==> src/rtl/stack_cpu.sv <==
// Stack-machine core: fetches from a synchronous ROM and keeps its operand stack in a synchronous RAM.
// Faults and HALT are sticky until reset.
module stack_cpu #(
   parameter int DATA_W      = 16,
   parameter int ADDR_W      = 16,
   parameter int STACK_DEPTH = 256,
   parameter int STACK_BASE  = 0
) (
   input  logic                             clock,
   input  logic                             reset,
   output logic [ADDR_W-1:0]                address_rom,
   input  logic [DATA_W-1:0]                q_rom,
   output logic [ADDR_W-1:0]                address_ram,
   input  logic [DATA_W-1:0]                q_ram,
   output logic                             wren_ram,
   output logic [DATA_W-1:0]                data_ram,
   output logic                             halted,
   output logic                             error,
   output logic [1:0]                       error_code,
   output logic [ADDR_W-1:0]                dbg_pc,
   output logic [$clog2(STACK_DEPTH+1)-1:0] dbg_sp,
   output logic [3:0]                       dbg_state
);
   localparam int SP_W = $clog2(STACK_DEPTH+1);

   localparam logic [3:0] S_FETCH   = 4'd0;
   localparam logic [3:0] S_DECODE  = 4'd1;
   localparam logic [3:0] S_OPWAIT  = 4'd2;
   localparam logic [3:0] S_OPERAND = 4'd3;
   localparam logic [3:0] S_RD_B    = 4'd4;
   localparam logic [3:0] S_RD_A    = 4'd5;
   localparam logic [3:0] S_EXEC    = 4'd6;
   localparam logic [3:0] S_WRITE   = 4'd7;
   localparam logic [3:0] S_HALTED  = 4'd8;
   localparam logic [3:0] S_ERROR   = 4'd15;

   localparam logic [DATA_W-1:0] OP_IMM  = DATA_W'(8'h01);
   localparam logic [DATA_W-1:0] OP_ADD  = DATA_W'(8'h02);
   localparam logic [DATA_W-1:0] OP_SUB  = DATA_W'(8'h03);
   localparam logic [DATA_W-1:0] OP_POP  = DATA_W'(8'h04);
   localparam logic [DATA_W-1:0] OP_JZ   = DATA_W'(8'h05);
   localparam logic [DATA_W-1:0] OP_JMP  = DATA_W'(8'h06);
   localparam logic [DATA_W-1:0] OP_HALT = DATA_W'(8'h07);
   localparam logic [DATA_W-1:0] OP_NOP  = DATA_W'(8'h18);

   localparam logic [1:0] E_ILLEGAL   = 2'd1;
   localparam logic [1:0] E_OVERFLOW  = 2'd2;
   localparam logic [1:0] E_UNDERFLOW = 2'd3;

   localparam logic [ADDR_W-1:0] BASE_A = ADDR_W'(STACK_BASE);

   logic [ADDR_W-1:0] pc_r;
   logic [SP_W-1:0]   sp_r;
   logic [3:0]        state_r;
   logic [DATA_W-1:0] op_r;
   logic [DATA_W-1:0] b_r;
   logic [ADDR_W-1:0] addr_ram_r;
   logic [DATA_W-1:0] data_ram_r;
   logic              wren_r;
   logic              halted_r;
   logic              error_r;
   logic [1:0]        err_code_r;

   logic [ADDR_W-1:0] pc_inc_s;
   logic [ADDR_W-1:0] push_addr_s;
   logic [ADDR_W-1:0] tos_addr_s;
   logic [ADDR_W-1:0] nos_addr_s;
   logic              has1_s;
   logic              has2_s;
   logic              room_s;

   // Stack addresses wrap to ADDR_W bits along with the base offset.
   assign pc_inc_s    = pc_r + ADDR_W'(1'b1);
   assign push_addr_s = BASE_A + ADDR_W'(sp_r);
   assign tos_addr_s  = push_addr_s - ADDR_W'(1'b1);
   assign nos_addr_s  = push_addr_s - ADDR_W'(2'd2);
   assign has1_s      = (sp_r >= SP_W'(1'b1));
   assign has2_s      = (sp_r >= SP_W'(2'd2));
   assign room_s      = (sp_r <  SP_W'(STACK_DEPTH));

   assign address_rom = pc_r;
   assign address_ram = addr_ram_r;
   assign data_ram    = data_ram_r;
   assign wren_ram    = wren_r;
   assign halted      = halted_r;
   assign error       = error_r;
   assign error_code  = err_code_r;
   assign dbg_pc      = pc_r;
   assign dbg_sp      = sp_r;
   assign dbg_state   = state_r;

   // Sequencer: one state per ROM/RAM access slot.
   always_ff @(posedge clock or posedge reset) begin
      if (reset) begin
         pc_r       <= '0;
         sp_r       <= '0;
         state_r    <= S_FETCH;
         op_r       <= '0;
         b_r        <= '0;
         addr_ram_r <= '0;
         data_ram_r <= '0;
         wren_r     <= 1'b0;
         halted_r   <= 1'b0;
         error_r    <= 1'b0;
         err_code_r <= 2'd0;
      end else begin
         case (state_r)
            S_FETCH: state_r <= S_DECODE;
            S_DECODE: begin
               op_r <= q_rom;
               case (q_rom)
                  OP_NOP: begin
                     pc_r    <= pc_inc_s;
                     state_r <= S_FETCH;
                  end
                  OP_POP: begin
                     if (has1_s) begin
                        sp_r    <= sp_r - SP_W'(1'b1);
                        pc_r    <= pc_inc_s;
                        state_r <= S_FETCH;
                     end else begin
                        error_r    <= 1'b1;
                        err_code_r <= E_UNDERFLOW;
                        state_r    <= S_ERROR;
                     end
                  end
                  OP_HALT: begin
                     halted_r <= 1'b1;
                     state_r  <= S_HALTED;
                  end
                  OP_IMM: begin
                     if (room_s) begin
                        pc_r    <= pc_inc_s;
                        state_r <= S_OPWAIT;
                     end else begin
                        error_r    <= 1'b1;
                        err_code_r <= E_OVERFLOW;
                        state_r    <= S_ERROR;
                     end
                  end
                  OP_JMP: begin
                     pc_r    <= pc_inc_s;
                     state_r <= S_OPWAIT;
                  end
                  OP_JZ: begin
                     if (has1_s) begin
                        addr_ram_r <= tos_addr_s;
                        sp_r       <= sp_r - SP_W'(1'b1);
                        pc_r       <= pc_inc_s;
                        state_r    <= S_OPWAIT;
                     end else begin
                        error_r    <= 1'b1;
                        err_code_r <= E_UNDERFLOW;
                        state_r    <= S_ERROR;
                     end
                  end
                  OP_ADD, OP_SUB: begin
                     if (has2_s) begin
                        addr_ram_r <= tos_addr_s;
                        state_r    <= S_RD_B;
                     end else begin
                        error_r    <= 1'b1;
                        err_code_r <= E_UNDERFLOW;
                        state_r    <= S_ERROR;
                     end
                  end
                  default: begin
                     error_r    <= 1'b1;
                     err_code_r <= E_ILLEGAL;
                     state_r    <= S_ERROR;
                  end
               endcase
            end
            S_OPWAIT: state_r <= S_OPERAND;
            S_OPERAND: begin
               case (op_r)
                  OP_IMM: begin
                     addr_ram_r <= push_addr_s;
                     data_ram_r <= q_rom;
                     wren_r     <= 1'b1;
                     sp_r       <= sp_r + SP_W'(1'b1);
                     pc_r       <= pc_inc_s;
                     state_r    <= S_WRITE;
                  end
                  OP_JMP: begin
                     pc_r    <= q_rom[ADDR_W-1:0];
                     state_r <= S_FETCH;
                  end
                  OP_JZ: begin
                     // q_ram holds the value popped in DECODE.
                     pc_r    <= (q_ram == {DATA_W{1'b0}}) ? q_rom[ADDR_W-1:0] : pc_inc_s;
                     state_r <= S_FETCH;
                  end
                  default: begin
                     error_r    <= 1'b1;
                     err_code_r <= E_ILLEGAL;
                     state_r    <= S_ERROR;
                  end
               endcase
            end
            S_RD_B: begin
               addr_ram_r <= nos_addr_s;
               state_r    <= S_RD_A;
            end
            S_RD_A: begin
               b_r     <= q_ram;
               state_r <= S_EXEC;
            end
            S_EXEC: begin
               data_ram_r <= (op_r == OP_SUB) ? (q_ram - b_r) : (q_ram + b_r);
               addr_ram_r <= nos_addr_s;
               wren_r     <= 1'b1;
               sp_r       <= sp_r - SP_W'(1'b1);
               pc_r       <= pc_inc_s;
               state_r    <= S_WRITE;
            end
            S_WRITE: begin
               wren_r  <= 1'b0;
               state_r <= S_FETCH;
            end
            S_HALTED, S_ERROR: wren_r <= 1'b0;
            default: begin
               wren_r     <= 1'b0;
               error_r    <= 1'b1;
               err_code_r <= E_ILLEGAL;
               state_r    <= S_ERROR;
            end
         endcase
      end
   end
endmodule

==> config.mk <==
export PLATFORM = sky130hd
export DESIGN_NAME = stack_cpu
export DESIGN_NICKNAME = d
export VERILOG_FILES = /design/src/rtl/stack_cpu.sv
export SDC_FILE = /design/constraint.sdc
export NUM_CORES = 1
export LEC_CHECK = 0
export CORE_ASPECT_RATIO = 1.25
export CORE_MARGIN = 1.5
export CORE_UTILIZATION = 52
export CTS_CLUSTER_DIAMETER = 120
export DETAILED_ROUTE_END_ITERATION = 7
export HOLD_SLACK_MARGIN = 0.12
export PLACE_DENSITY = 0.77
export SYNTH_ARGS = -nofsm -noshare
export SYNTH_HDL_FRONTEND = slang
export SYNTH_SLANG_ARGS = --single-unit
export TNS_END_PERCENT = 50
==> constraint.sdc <==
create_clock -name clock -period 11.94 [get_ports clock]
set_clock_uncertainty 0.2 [all_clocks]
set_input_delay 1.791 -clock clock [delete_from_list [all_inputs] [get_ports clock]]
set_output_delay 1.791 -clock clock [all_outputs]
set_load 0.05 [all_outputs]
==> results.txt <==
----------------------------------------------------
[Run status]
  Run status ... completed

[Timing]
  Final critical delay including setup and external delays ... 4551 ps
  Transition time at the pin with the least slew margin ... 845.1 ps
  Tightest slew margin relative to the limit ... 43.66%
  Total Neg Setup Slack ... 0 ps
  Part of the cycle the worst path needs ... 38.11%
  Hold Violations, Final ... 0
  Final Max Tran Viols ... 0
  Maximum operating frequency ... 219.7 MHz
  Total of endpoints with negative setup slack in the final report ... 0
  RSZ-0062 raised after global routing ... false
  Setup slack after layout ... 7389 ps

[Yosys]
  Most area-consuming cells after synthesis ... sky130_fd_sc_hd__dfrtp_1, sky130_fd_sc_hd__ha_1, sky130_fd_sc_hd__nand2_1
  Simple-Gate Fraction of Synth Area ... 21.74%
  Average size of a mapped cell ... 8.760 um^2
  XOR/XNOR Fraction of Synth Area ... 5.814%
  Net count after synthesis ... 764
  Multiplexer area fraction after synthesis ... 5.450%
  Part of the Yosys area used for sequential elements ... 37.28%
  Distinct cell type count after synthesis ... 72
  Compound-gate portion of the synthesized area ... 18.09%
  YS warnings ... 0
  Proportion of netlist area held by the largest area contributor ... 37.28%
  Mapped Cells ... 705
  Share of synthesized cell area in full adder, half adder and majority cells ... 5.186%
  Area of the mapped netlist ... 0.006176 mm^2
  Most instantiated flip-flop cell in the synthesis netlist ... sky130_fd_sc_hd__dfrtp_1
  EDFF count, synth ... 0
  Dominant combinational cell family by area after synthesis ... simple AND/OR/NAND/NOR gates
  Cell accounting for the most synthesized area ... sky130_fd_sc_hd__dfrtp_1
  Synth async-reset ratio ... 100.0%
  Number of register bits inferred by synthesis ... 92

[Clock tree]
  Number of buffers created by CTS ... 9
  TritonCTS clock tree ... done
  Level count of the clock H-tree ... 3
  Cell at the root of the clock tree ... sky130_fd_sc_hd__clkbuf_16
  Maximum root-to-sink buffer count ... 2
  Sink count of the clock tree ... 92
  Total of hold buffers inserted after clock tree synthesis ... 0
  CTS resizes ... 0
  Later-pin clock latency in the skew report ... 340 ps
  Total setup buffers inserted after CTS ... 0
  Clock input transition at the sequential cells of the worst setup and hold paths ... 70 ps

[Worst setup path]
  Worst reg-to-reg path cell count ... 12
  Source of the critical timing path ... op_r[3]
  Type of destination of the critical path ... flop
  R2r endpoint ... data_ram[15]
  R2R setup slack ... 7390 ps
  Critical path startpoint category ... flop
  Ordered cell list for the critical path ... or4_1 -> nor4_4 -> and4b_2 -> mux2i_1 -> ha_1 -> nor2b_1 -> o21ai_0 -> o221ai_1 -> a41oi_1 -> a31oi_1 -> xnor2_1 -> o21ai_1
  Critical path endpoint ... data_ram[15]
  Top fanout value on the critical path ... 15
  Worst reg2reg path startpoint ... op_r[3]
  Critical path required time ... 11950 ps
  Kind of critical path ... flop to flop
  Arrival @ worst endpoint ... 4570 ps
  Max incr delay on CP ... 590 ps
  Cell with the largest stage delay on the worst path ... sky130_fd_sc_hd__or4_1

[Routing]
  Count of TritonRoute iterations in the first routing pass ... 5
  DRT antenna net count ... 0
  Routed wirelength normalized by instance count ... 16.53 um
  Number of vias after detailed routing ... 5530
  Aggregate routed wire length ... 15580 um
  Via density per instance ... 5.870
  DR DRC count ... 0
  Iter 0 DRT Violations ... 334

[Power and ir drop]
  Part of the total power dissipated in combinational logic ... 7.7%
  Net Sw Power ... 0.1533 mW
  Power per cell area ... 87.62 mW/mm^2
  Switching part of the total power ... 23.19%
  Internal cell power ... 0.5078 mW
  Relative contribution of the clock network to total power ... 44.8%
  Seq pwr share ... 47.5%
  Reported leakage power ... 3.194 nW
  Worst voltage drop across the vdd grid ... 0.08119 mV

[Floorplan]
  I/O Pins ... 116
  Overall die width ... 100.5 um
  Floorplan die height ... 124.8 um
  Initial core utilization ... 53.17%
  Floorplan core area ... 0.01162 mm^2
  Die area ... 0.01254 mm^2
  Site row count ... 44

[Placement]
  Number of I/O port buffers ... 115
  Pre-CTS worst setup slack ... 7091 ps
  Gp weighted congestion ... 0.9383
  Cell area after placement ... 0.007233 mm^2
  Detailed Place HPWL ... 11620 um

[Global routing]
  Met3 Track Usage GR ... 2.637%
  First-pass GRT wire length ... 25590 um
  Global routing usage summed across all routing layers ... 25.38%
  Antenna violations before repair ... 0
  Fraction of met2 tracks used by global routing ... 42.22%
  GRT Max-Usage Layer ... met2
  Number of global-route vias before repair ... 5170
  Total gr overflow ... 0
  Met1 global-route usage ... 34.00%
  Pin count of the biggest net entering global routing ... 67

[Layout]
  Final instance area ... 0.007545 mm^2
  Most common cell after layout, fill and taps aside ... sky130_fd_sc_hd__clkdlybuf4s50_1
  Area Growth Syn to Fin ... 22.16%
  Core occupancy in the finished layout ... 64.95%
  Number of diodes ... 0
  Share of cells above drive strength 1 ... 8.323%
  Top library cells by usage in the layout, fill and taps aside ... sky130_fd_sc_hd__clkdlybuf4s50_1, sky130_fd_sc_hd__dfrtp_1, sky130_fd_sc_hd__nand2_1
  Number of nets in the final layout ... 835

[Worst hold path]
  Startpoint of the worst hold path ... error
  Classification of the worst-slack hold path ... flop to flop

[Job]
  # Max-Cap Violations ... 0

----------------------------------------------------
Yosys cell counts (all sizes together) (2+ instances only):
library cell and count:
and2 4, o22ai 14, a21oi 51, nor3 17, inv 23, o2111ai 2
or3 5, and3 13, nand2b 11, o21ai 38, a41oi 2, dfrtp 92
or2 5, xnor2 26, clkbuf 27, o211ai 5, a211oi 6, nor4b 2
o31a 2, nor4 13, nand3b 2, a2bb2oi 9, or3b 3, nor2b 7
or4 8, o31ai 4, a21o 6, nor2 55, a21boi 4, a22oi 5
nand3 27, ha 24, nand2 80, mux2 23, nand4 8, mux2i 4
o22a 6, o21a 3, buf 30, a31oi 9, xor2 15
metal layers:
layer / wire length, um / vias to the layer above
met1: 7034 / 2680
met3: 663 / 26
met2: 7574 / 160
met5: 0 / -
met4: 301 / 0
li1: - / 2664
stage by stage:
stage	hold WS (ps)	std cells	total power, mW
floorplan	237.0	705	0.3461
CTS	281.3	942	0.6660
finish	276.9	942	0.6611
global route	288.9	942	0.6818
detailed placement	260.6	926	0.3702
global placement	251.1	926	0.3696
how the worst min path moves through the flow:
stage               end  slack, ps  cells after the start
2_1_floorplan  op_r[15]        240                      2
3_3_place_gp   op_r[10]        250                      2
3_5_place_dp   op_r[10]        260                      2
4_1_cts           error        280                      1
5_1_grt           error        290                      1
6_report          error        280                      1
sequential cells by signal, indices dropped and copies added (netlist names), 2 cells and up:
signal,count
address_rom,16
address_ram,10
error_code,2
b_r,16
data_ram,16
dbg_sp,9
op_r,16
dbg_state,4
power groups by stage:
stage	logic, mW	registers (mW)	clock network (mW)
3_5_place_dp	0.0507	0.320	0
5_1_grt	0.0558	0.314	0.312
6_report	0.0509	0.314	0.296
3_3_place_gp	0.0500	0.320	0
2_1_floorplan	0.0224	0.324	0
4_1_cts	0.0510	0.314	0.301
final cells by class:
cell class | count | area, um^2
sequential | 92 | 2302
tap | 161 | 201.4
fill | 979 | 4071
multi-input combinational | 533 | 3476
clock buffer | 11 | 252.7
timing repair buffer | 117 | 1166
clock inverter | 5 | 58.81
inverter | 23 | 87.58
critical path, delay by kind of cell, from the launching register on:
family,cells,cell delay (ps)
AO/OA/AOI/OAI,5,1320
flip-flops,1,390
multiplexers,1,340
adder cells (fa/ha/maj),1,280
XOR/XNOR,1,230
AND/OR/NAND/NOR,4,1650
cell families (layout without fill, tap and decap cells):
group           after synthesis  in the layout
mux                          27             27
buf+inv                      80            156
flops                        92             92
xor+xnor                     41             41
simple gates                265            265
fa+ha+maj                    25             25
compound gates              175            175
(Power assumes the default switching activity.)
